$ cat src/rtl/conv3x3_sequencer.sv
// conv3x3_sequencer: time-multiplexed 3x3 valid-mode convolution over an external pixel memory
module conv3x3_sequencer #(
    parameter int IMG_W  = 8,
    parameter int IMG_H  = 8,
    parameter int ADDR_W = 6
) (
    input  logic              clk,
    input  logic              reset,
    input  logic              start,
    output logic              busy,
    output logic              done,
    input  logic              w_load,
    input  logic [3:0]        w_idx,
    input  logic [7:0]        w_data,
    output logic              pix_rd,
    output logic [ADDR_W-1:0] pix_addr,
    input  logic [7:0]        pix_data,
    output logic [23:0]       out_data,
    output logic [ADDR_W-1:0] out_addr,
    output logic              out_valid,
    input  logic              out_ready
);
    typedef enum logic [2:0] {IDLE, READ, LAST, OUT, DONE} state_t;

    state_t            r_state;
    logic              r_busy, r_done, r_pix_rd, r_out_valid;
    logic [ADDR_W-1:0] r_pix_addr, r_out_addr, r_r, r_c;
    logic [23:0]       r_acc, r_out_data;
    logic [3:0]        r_k;
    logic [7:0]        r_w [9];

    logic [3:0]        w_sel;
    logic [15:0]       w_prod;
    logic              w_last, w_wrap;
    logic [ADDR_W-1:0] w_nr, w_nc;

    function automatic logic [ADDR_W-1:0] f_addr(input logic [ADDR_W-1:0] i_r,
                                                 input logic [ADDR_W-1:0] i_c,
                                                 input logic [3:0] i_k);
        return ADDR_W'((32'(i_r) + 32'(i_k / 4'd3)) * 32'(IMG_W) + 32'(i_c) + 32'(i_k % 4'd3));
    endfunction

    // Pixel data lags its read by one cycle, so the weight used trails k by one; LAST consumes weight 8.
    assign w_sel  = (r_state == LAST) ? 4'd8 : (r_k == 4'd0 ? 4'd0 : r_k - 4'd1);
    assign w_prod = pix_data * r_w[w_sel];
    assign w_wrap = r_c == ADDR_W'(IMG_W - 3);
    assign w_last = w_wrap && r_r == ADDR_W'(IMG_H - 3);
    assign w_nc   = w_wrap ? '0 : r_c + ADDR_W'(1);
    assign w_nr   = w_wrap ? r_r + ADDR_W'(1) : r_r;

    assign busy      = r_busy;
    assign done      = r_done;
    assign pix_rd    = r_pix_rd;
    assign pix_addr  = r_pix_addr;
    assign out_data  = r_out_data;
    assign out_addr  = r_out_addr;
    assign out_valid = r_out_valid;

    // Control FSM: issues nine reads per window, accumulates, then holds the result until accepted.
    always_ff @(posedge clk or posedge reset) begin
        if (reset) begin
            r_state     <= IDLE;
            r_busy      <= 1'b0;
            r_done      <= 1'b0;
            r_pix_rd    <= 1'b0;
            r_out_valid <= 1'b0;
            r_pix_addr  <= '0;
            r_out_addr  <= '0;
            r_out_data  <= '0;
            r_acc       <= '0;
            r_r         <= '0;
            r_c         <= '0;
            r_k         <= '0;
            for (int i = 0; i < 9; i++) r_w[i] <= '0;
        end else begin
            case (r_state)
                IDLE: begin
                    if (w_load && w_idx < 4'd9) r_w[w_idx] <= w_data;
                    if (start) begin
                        r_state    <= READ;
                        r_busy     <= 1'b1;
                        r_acc      <= '0;
                        r_r        <= '0;
                        r_c        <= '0;
                        r_k        <= '0;
                        r_pix_rd   <= 1'b1;
                        r_pix_addr <= f_addr('0, '0, 4'd0);
                    end
                end
                READ: begin
                    if (r_k != 4'd0) r_acc <= r_acc + 24'(w_prod);
                    if (r_k == 4'd8) begin
                        r_state  <= LAST;
                        r_pix_rd <= 1'b0;
                    end else begin
                        r_k        <= r_k + 4'd1;
                        r_pix_addr <= f_addr(r_r, r_c, r_k + 4'd1);
                    end
                end
                LAST: begin
                    r_out_data  <= r_acc + 24'(w_prod);
                    r_out_addr  <= ADDR_W'(32'(r_r) * 32'(IMG_W - 2) + 32'(r_c));
                    r_out_valid <= 1'b1;
                    r_state     <= OUT;
                end
                OUT: begin
                    if (out_ready) begin
                        r_out_valid <= 1'b0;
                        r_acc       <= '0;
                        r_r         <= w_nr;
                        r_c         <= w_nc;
                        if (w_last) begin
                            r_state <= DONE;
                            r_done  <= 1'b1;
                        end else begin
                            r_state    <= READ;
                            r_k        <= '0;
                            r_pix_rd   <= 1'b1;
                            r_pix_addr <= f_addr(w_nr, w_nc, 4'd0);
                        end
                    end
                end
                DONE: begin
                    r_done  <= 1'b0;
                    r_busy  <= 1'b0;
                    r_state <= IDLE;
                end
                default: r_state <= IDLE;
            endcase
        end
    end
endmodule
$ cat config.mk
export PLATFORM = sky130hd
export DESIGN_NAME = conv3x3_sequencer
export DESIGN_NICKNAME = d
export VERILOG_FILES = /design/src/rtl/conv3x3_sequencer.sv
export SDC_FILE = /design/constraint.sdc
export NUM_CORES = 1
export LEC_CHECK = 0
export ABC_AREA = 1
export BUFFER_PORTS_ARGS = -buffer_cell sky130_fd_sc_hd__buf_4
export CORE_MARGIN = 1.5
export CORE_UTILIZATION = 54
export CTS_CLUSTER_DIAMETER = 60
export DETAILED_ROUTE_END_ITERATION = 12
export GPL_ROUTABILITY_DRIVEN = 1
export PLACE_DENSITY_LB_ADDON = 0.25
export SLEW_MARGIN = 20
export SYNTH_ARGS = -nofsm -noshare
export SYNTH_HDL_FRONTEND = slang
export SYNTH_SLANG_ARGS = --single-unit
$ cat constraint.sdc
create_clock -name clk -period 6.56 [get_ports clk]
set_input_delay 0.328 -clock clk [delete_from_list [all_inputs] [get_ports clk]]
set_output_delay 0.328 -clock clk [all_outputs]
set_load 0.03 [all_outputs]
Yosys cells after proc, flatten, opt, wreduce, memory -nomap -nowiden
Index checks and enable logic that the tools add are counted.

Flip-flop bits (word level): 155. Output and inout bits: 40. Input bits: 25.

Divide/modulo/power cells: 2. Multiply operators: 2. Bitwise operators: 2. Equal/unequal tests: 14. Magnitude comparators: 4. Multiplexer cells: 44. Add/subtract/negate cells: 10. Reductions and logical operators: 20.

Operator list (count): 72-bit bitwise mux (1); 24-bit 2-to-1 mux (3); 24-bit case mux with 3 select lines (1); 6-bit 2-to-1 mux (8); 8-bit binary-select mux with 4-bit select (1); 8-bit demux with 4-bit select (1); 4-bit by 2-bit divider with 32-bit output, second input constant (1); 4-bit by 2-bit modulo with 32-bit output, second input constant (1); 24-bit by 16-bit adder with 24-bit output (1); 6-bit adder (4); 4-bit 2-to-1 mux (6); 8-bit 2-to-1 mux (3); 6-bit case mux with 2 select lines (2); 6-bit case mux with 3 select lines (1); 8-bit by 8-bit multiplier with 16-bit output (1); 2-bit != test, second input constant (7); 6-bit by 1-bit adder with 6-bit output, second input constant (2); 6-bit by 3-bit equality test with 1-bit output, second input constant (2); 3-bit 2-to-1 mux (4); 3-bit case mux with 4 select lines (1); 4-bit case mux with 3 select lines (1); 5-bit greater-or-equal comparator, second input constant (2); 4-bit inverter with 5-bit output (2); 5-bit AND reduction (2); 22 further kinds (40).

Logic depth before layout (Yosys ltp)
Depth in word-level cells: 11. Mapped depth: 35.

Least setup slack after synthesis
Ideal clock, no wire load.

Path type: reg2reg. Start point: reg r_k[0]. End point: reg r_out_data[17], in the netlist out_data[17]. Required time: 6442 ps. Slack: 585 ps. Period minus slack after synthesis: 5975 ps. Arrival time: 5857 ps. Buffers on the path: 2. Setup time: 118 ps. Cell stages (with the launch flop): 30. Cells stage by stage: dfrtp_1 inv_1 clkbuf_1 ha_1 nand3_1 nand3_2 buf_1 nand2_1 a31oi_1 a21oi_1 o21ai_1 nand2_1 inv_2 nand2_1 fa_1 fa_1 fa_1 fa_1 inv_1 ha_1 a21oi_1 nand2_1 a21oi_1 o21ai_1 a21boi_0 o21ai_1 nand3_1 nand3_1 nand3_1 nand2_1.

Cells in the longest elaborated chain, start to end: 9.

RTL lines: start: declaration (line 29) `logic [3:0] r_k;`; start signal: assignment (line 96) `r_k <= r_k + 4'd1;`; 4-bit by 1-bit subtractor with 4-bit output or 4-bit zero test (tied branches) (line 44) `assign w_sel = (r_state == LAST) ? 4'd8 : (r_k == 4'd0 ? 4'd0 : r_k - 4'd1);`; 4-bit 2-to-1 mux (*) (2 in a row) (line 44); 4-bit inverter with 5-bit output (implied by the code) (*) (line 45) `assign w_prod = pix_data * r_w[w_sel];`; 8-bit binary-select mux with 4-bit select (*) (line 45); 8-bit 2-to-1 mux (implied by the code) (*) (2 in a row) (line 45); 8-bit by 8-bit multiplier with 16-bit output (*) (line 45); 24-bit by 16-bit adder with 24-bit output (*) (line 101) `r_out_data <= r_acc + 24'(w_prod);`; end signal: assignment (line 101); end: declaration (line 28) `logic [23:0] r_acc, r_out_data;`.

Every way passes the cells marked *; elsewhere a longest branch is shown, timed or not. The select of a mux whose other input is x is not followed. A chain may end at the register's enable or synchronous reset.

Worst setup path after layout
Start point: reg r_k[1]. End point: reg r_acc[14].

Cells in the longest elaborated chain, start to end: 11.

RTL lines: 4-bit by 1-bit subtractor with 4-bit output or 4-bit zero test (tied branches) (line 44); 4-bit 2-to-1 mux (2 in a row) (line 44); 4-bit inverter with 5-bit output (implied by the code) (line 45); 8-bit binary-select mux with 4-bit select (line 45); 8-bit 2-to-1 mux (implied by the code) (2 in a row) (line 45); 8-bit by 8-bit multiplier with 16-bit output (line 45); 24-bit by 16-bit adder with 24-bit output (line 91) `if (r_k != 4'd0) r_acc <= r_acc + 24'(w_prod);`; 24-bit 2-to-1 mux (line 91); 24-bit case mux with 3 select lines (line 76) `case (r_state)`; end signal: assignment (line 91); end: declaration (line 28).

Parallel ways exist; a longest one is shown, timed or not. The select of a mux whose other input is x is not followed.

==> flow_summary.toml <==
[logic_synthesis]
yosysSeqAreaShare_pct = 36.7
synth_area_per_cell_um2 = 8.38
synth.top_cell.area_share_pct = 36.7
yosys-top-cells-area = "dfrtp_1 37%, nand2_1 11%, fa_1 11%"
syn_area_um2 = 10600
syn-instance-count = 1260
yosys.area.top_type = "dfrtp_1"
ys_warn_count = 0
netlist_top_cells_count = "312 x nand2_1, 174 x inv_1, 155 x dfrtp_1"
synth_edf_count = 0
synth.net_count = 1415
synth_async_sr_flop_share_pct = 100
synth_most_common_cell = "nand2_1"
ys_ff_latch = 155
ys_types = 52
ys.flop_type = "dfrtp_1"

[floorplan]
initial_core_util_pct = 55.7
die_w_um = 143
rows = 50
die_y_um = 143
die-area_um2 = 20400
ios = 65
coreArea_um2 = 19000

[timing]
worstMarginPinSlew_ns = 0.841
max_clock_freq_mhz = 165
setup_slack_ns = 0.484
min_period_ns = 6.08
final_hold_viol_count = 0
relSlewSlack_pct = 43.8
setup_tns_ns = 0
fin_crit_sh_pct = 92.6
fin_skew_ns = 0.0104
rsz0062_at_grt = "no"
setup_violations = 0
finalMaxSlewViolations = 0

[global_route]
grt_remaining_overflow = 0
grt_usage_pct = 25.4
grt_max_degree = 82
grt_pass1_vias = 8383
antenna_found_initial = 0
grt_pass1_wl_um = 40600

[drt]
via_count = 8691
wl_per_cell_um = 15.5
drtIter0Drc = 623
postRouteWirelength_um = 24700
antenna_left = 0
drc = 0
drt_pass1_iterations = 6
viasPerCell = 5.44

[setup_path]
worstSetupStartpointType = "register"
reg2reg_from = "r_k[1]$_DFFE_PP0P_"
r2r_slack_ns = 0.48
critPathRequiredTime_ns = 6.83
rr_endpoint = "r_acc[14]$_DFFE_PP0P_"
r2r_cells = 26
cp_max_fo = 16
crit_type = "reg -> reg"
cp.arrival_ns = 6.34
critPathCaptureType = "register"

[placement]
place_hpwl_um = 18300
place_area_um2 = 11300
io_buffers = 64
place.gp.congestion = 0.901
place_ws_ns = 0.376

[cells_and_area]
fillers = 1607
area_delta_synth_final_pct = 13.1
seq_area_um2 = 3880
fin_nets = 1479
fin_util_pct = 63.0
final_area_um2 = 11900
drive_gt1_share_pct = 12.2
multi_input_area_um2 = 5820
antenna_cells = 0

[clocking]
worstSkewPairLatency_ns = 0.43
numCtsBuffers = 17
clkTransAtPathRegs_ns = 0.07
cts_tree = "built"
cts_max_level = 4
cts_sinks = 155
clock_path_buffers = 2
clockRootBuffer = "clkbuf_16"

[min_path]
hold_path.class = "in -> async"

[run]
max_cap_violations = 0

[run_status]
status = "finished clean"
-- per-layer routing --
| layer | up-vias | global-route usage, % | wire length [µm] |
|---|---|---|---|
| li1 | 4194 | - | - |
| met1 | 4128 | 34.8 | 11300 |
| met2 | 309 | 40.7 | 11500 |
| met3 | 60 | 4.23 | 1340 |
| met4 | 0 | 9.12 | 620 |
| met5 | - | 0 | 0 |
-- sequential cells by signal (all words and copies together), names as in the netlist --
register / flops
r_c: 6
pix_addr: 6
r_state: 3
r_k: 4
pix_rd: 1
r_w: 72
out_valid: 1
r_acc: 24
busy: 1
done: 1
out_data: 24
out_addr: 6
r_r: 6
-- how the worst max path moves through the flow --
| stage | slack, ns | from | to |
|---|---|---|---|
| floorplan | 0.59 | r_k[0]$_DFFE_PP0P_ | out_data[17]$_DFFE_PP0P_ |
| global route | 0.04 | r_k[1]$_DFFE_PP0P_ | out_data[17]$_DFFE_PP0P_ |
| CTS | 0.32 | r_k[1]$_DFFE_PP0P_ | out_data[17]$_DFFE_PP0P_ |
| global placement | 0.54 | r_k[1]$_DFFE_PP0P_ | out_data[17]$_DFFE_PP0P_ |
| detailed placement | 0.38 | r_k[1]$_DFFE_PP0P_ | out_data[17]$_DFFE_PP0P_ |
| finish | 0.48 | r_k[1]$_DFFE_PP0P_ | r_acc[14]$_DFFE_PP0P_ |
-- placed cells by master (no fill, tap or decap), types with 3 or more instances in the layout --
cell       Yosys  routed
xnor2_1       16      16
nand3_2        7       7
inv_8          0       4
o21ai_0      118     118
a32o_1         7       7
nor3_1         5       5
fa_1          57      57
nand3b_1       6       6
o21ai_1        9       8
a21oi_1       44      43
inv_1        174     173
a21oi_2        2       3
nor2_1        66      66
inv_2         18      17
clkbuf_16      0      17
dfrtp_1      155     155
a31oi_1        6       6
xor2_1        17      17
ha_1          73      73
nor3_4         4       4
nand2_1      312     311
nand3_1       62      62
nand4_1        9       9
o31ai_1        5       5
nand2_2        6       7
o22ai_1       19      19
inv_6          0       7
buf_4          4      76
-- metrics by stage --
| stage | cells | hold slack, ns |
|---|---|---|
| 2_1_floorplan | 1260 | 0.449 |
| 3_3_place_gp | 1565 | 0.463 |
| 3_5_place_dp | 1565 | 0.468 |
| 4_1_cts | 1597 | 0.0411 |
| 5_1_grt | 1597 | 0.0711 |
| 6_report | 1597 | 0.000532 |
-- logic make-up (layout without fill, tap and decap cells) --
group,Yosys count,after routing,synth area share (%)
AOI/OAI and AO/OA,231,231,12.8
xor gates and xnor gates,33,33,2.74
adders and majority gates,130,130,19.5
buffers and inverters,226,303,8.35
DFF,155,155,36.7
and+or+nand+nor,485,485,19.9
-- timing repair --
action / in CTS / in global routing
hold buffers: 0 / 0
endpoints found under the setup margin: 0 / 19
gates resized for setup: 0 / 9
setup buffers: 0 / 0
-- worst max-delay path: stages, from the launching register on --
cell      delay [ns]
dfrtp_1         0.42
inv_1           0.11
ha_1            0.21
nand3_1         0.17
o211ai_1        0.12
buf_4           0.26
buf_4           0.21
a21oi_1         0.05
a32o_1          0.21
o21ai_1         0.17
nand2_1         0.13
inv_2           0.13
nand2_1         0.09
fa_1            0.50
fa_1            0.56
inv_1           0.06
fa_1            0.50
fa_1            0.49
ha_1            0.37
nand2_1         0.09
nand2_1         0.05
a21oi_1         0.19
o21ai_1         0.15
a21boi_1        0.22
o21ai_1         0.12
xnor2_1         0.24
o22ai_1         0.10
-- final cells by class --
type	count	area share (%)
Timing Repair Buffer	77	4.87
Sequential cell	155	32.5
Clock buffer	19	3.79
Inverter	194	6.18
Multi-Input combinational cell	879	48.8
Clock inverter	13	1.20
Tap cell	260	2.72
Power is not shown: default switching activity piles up to over one toggle a cycle in this logic, so the estimate is an artifact.
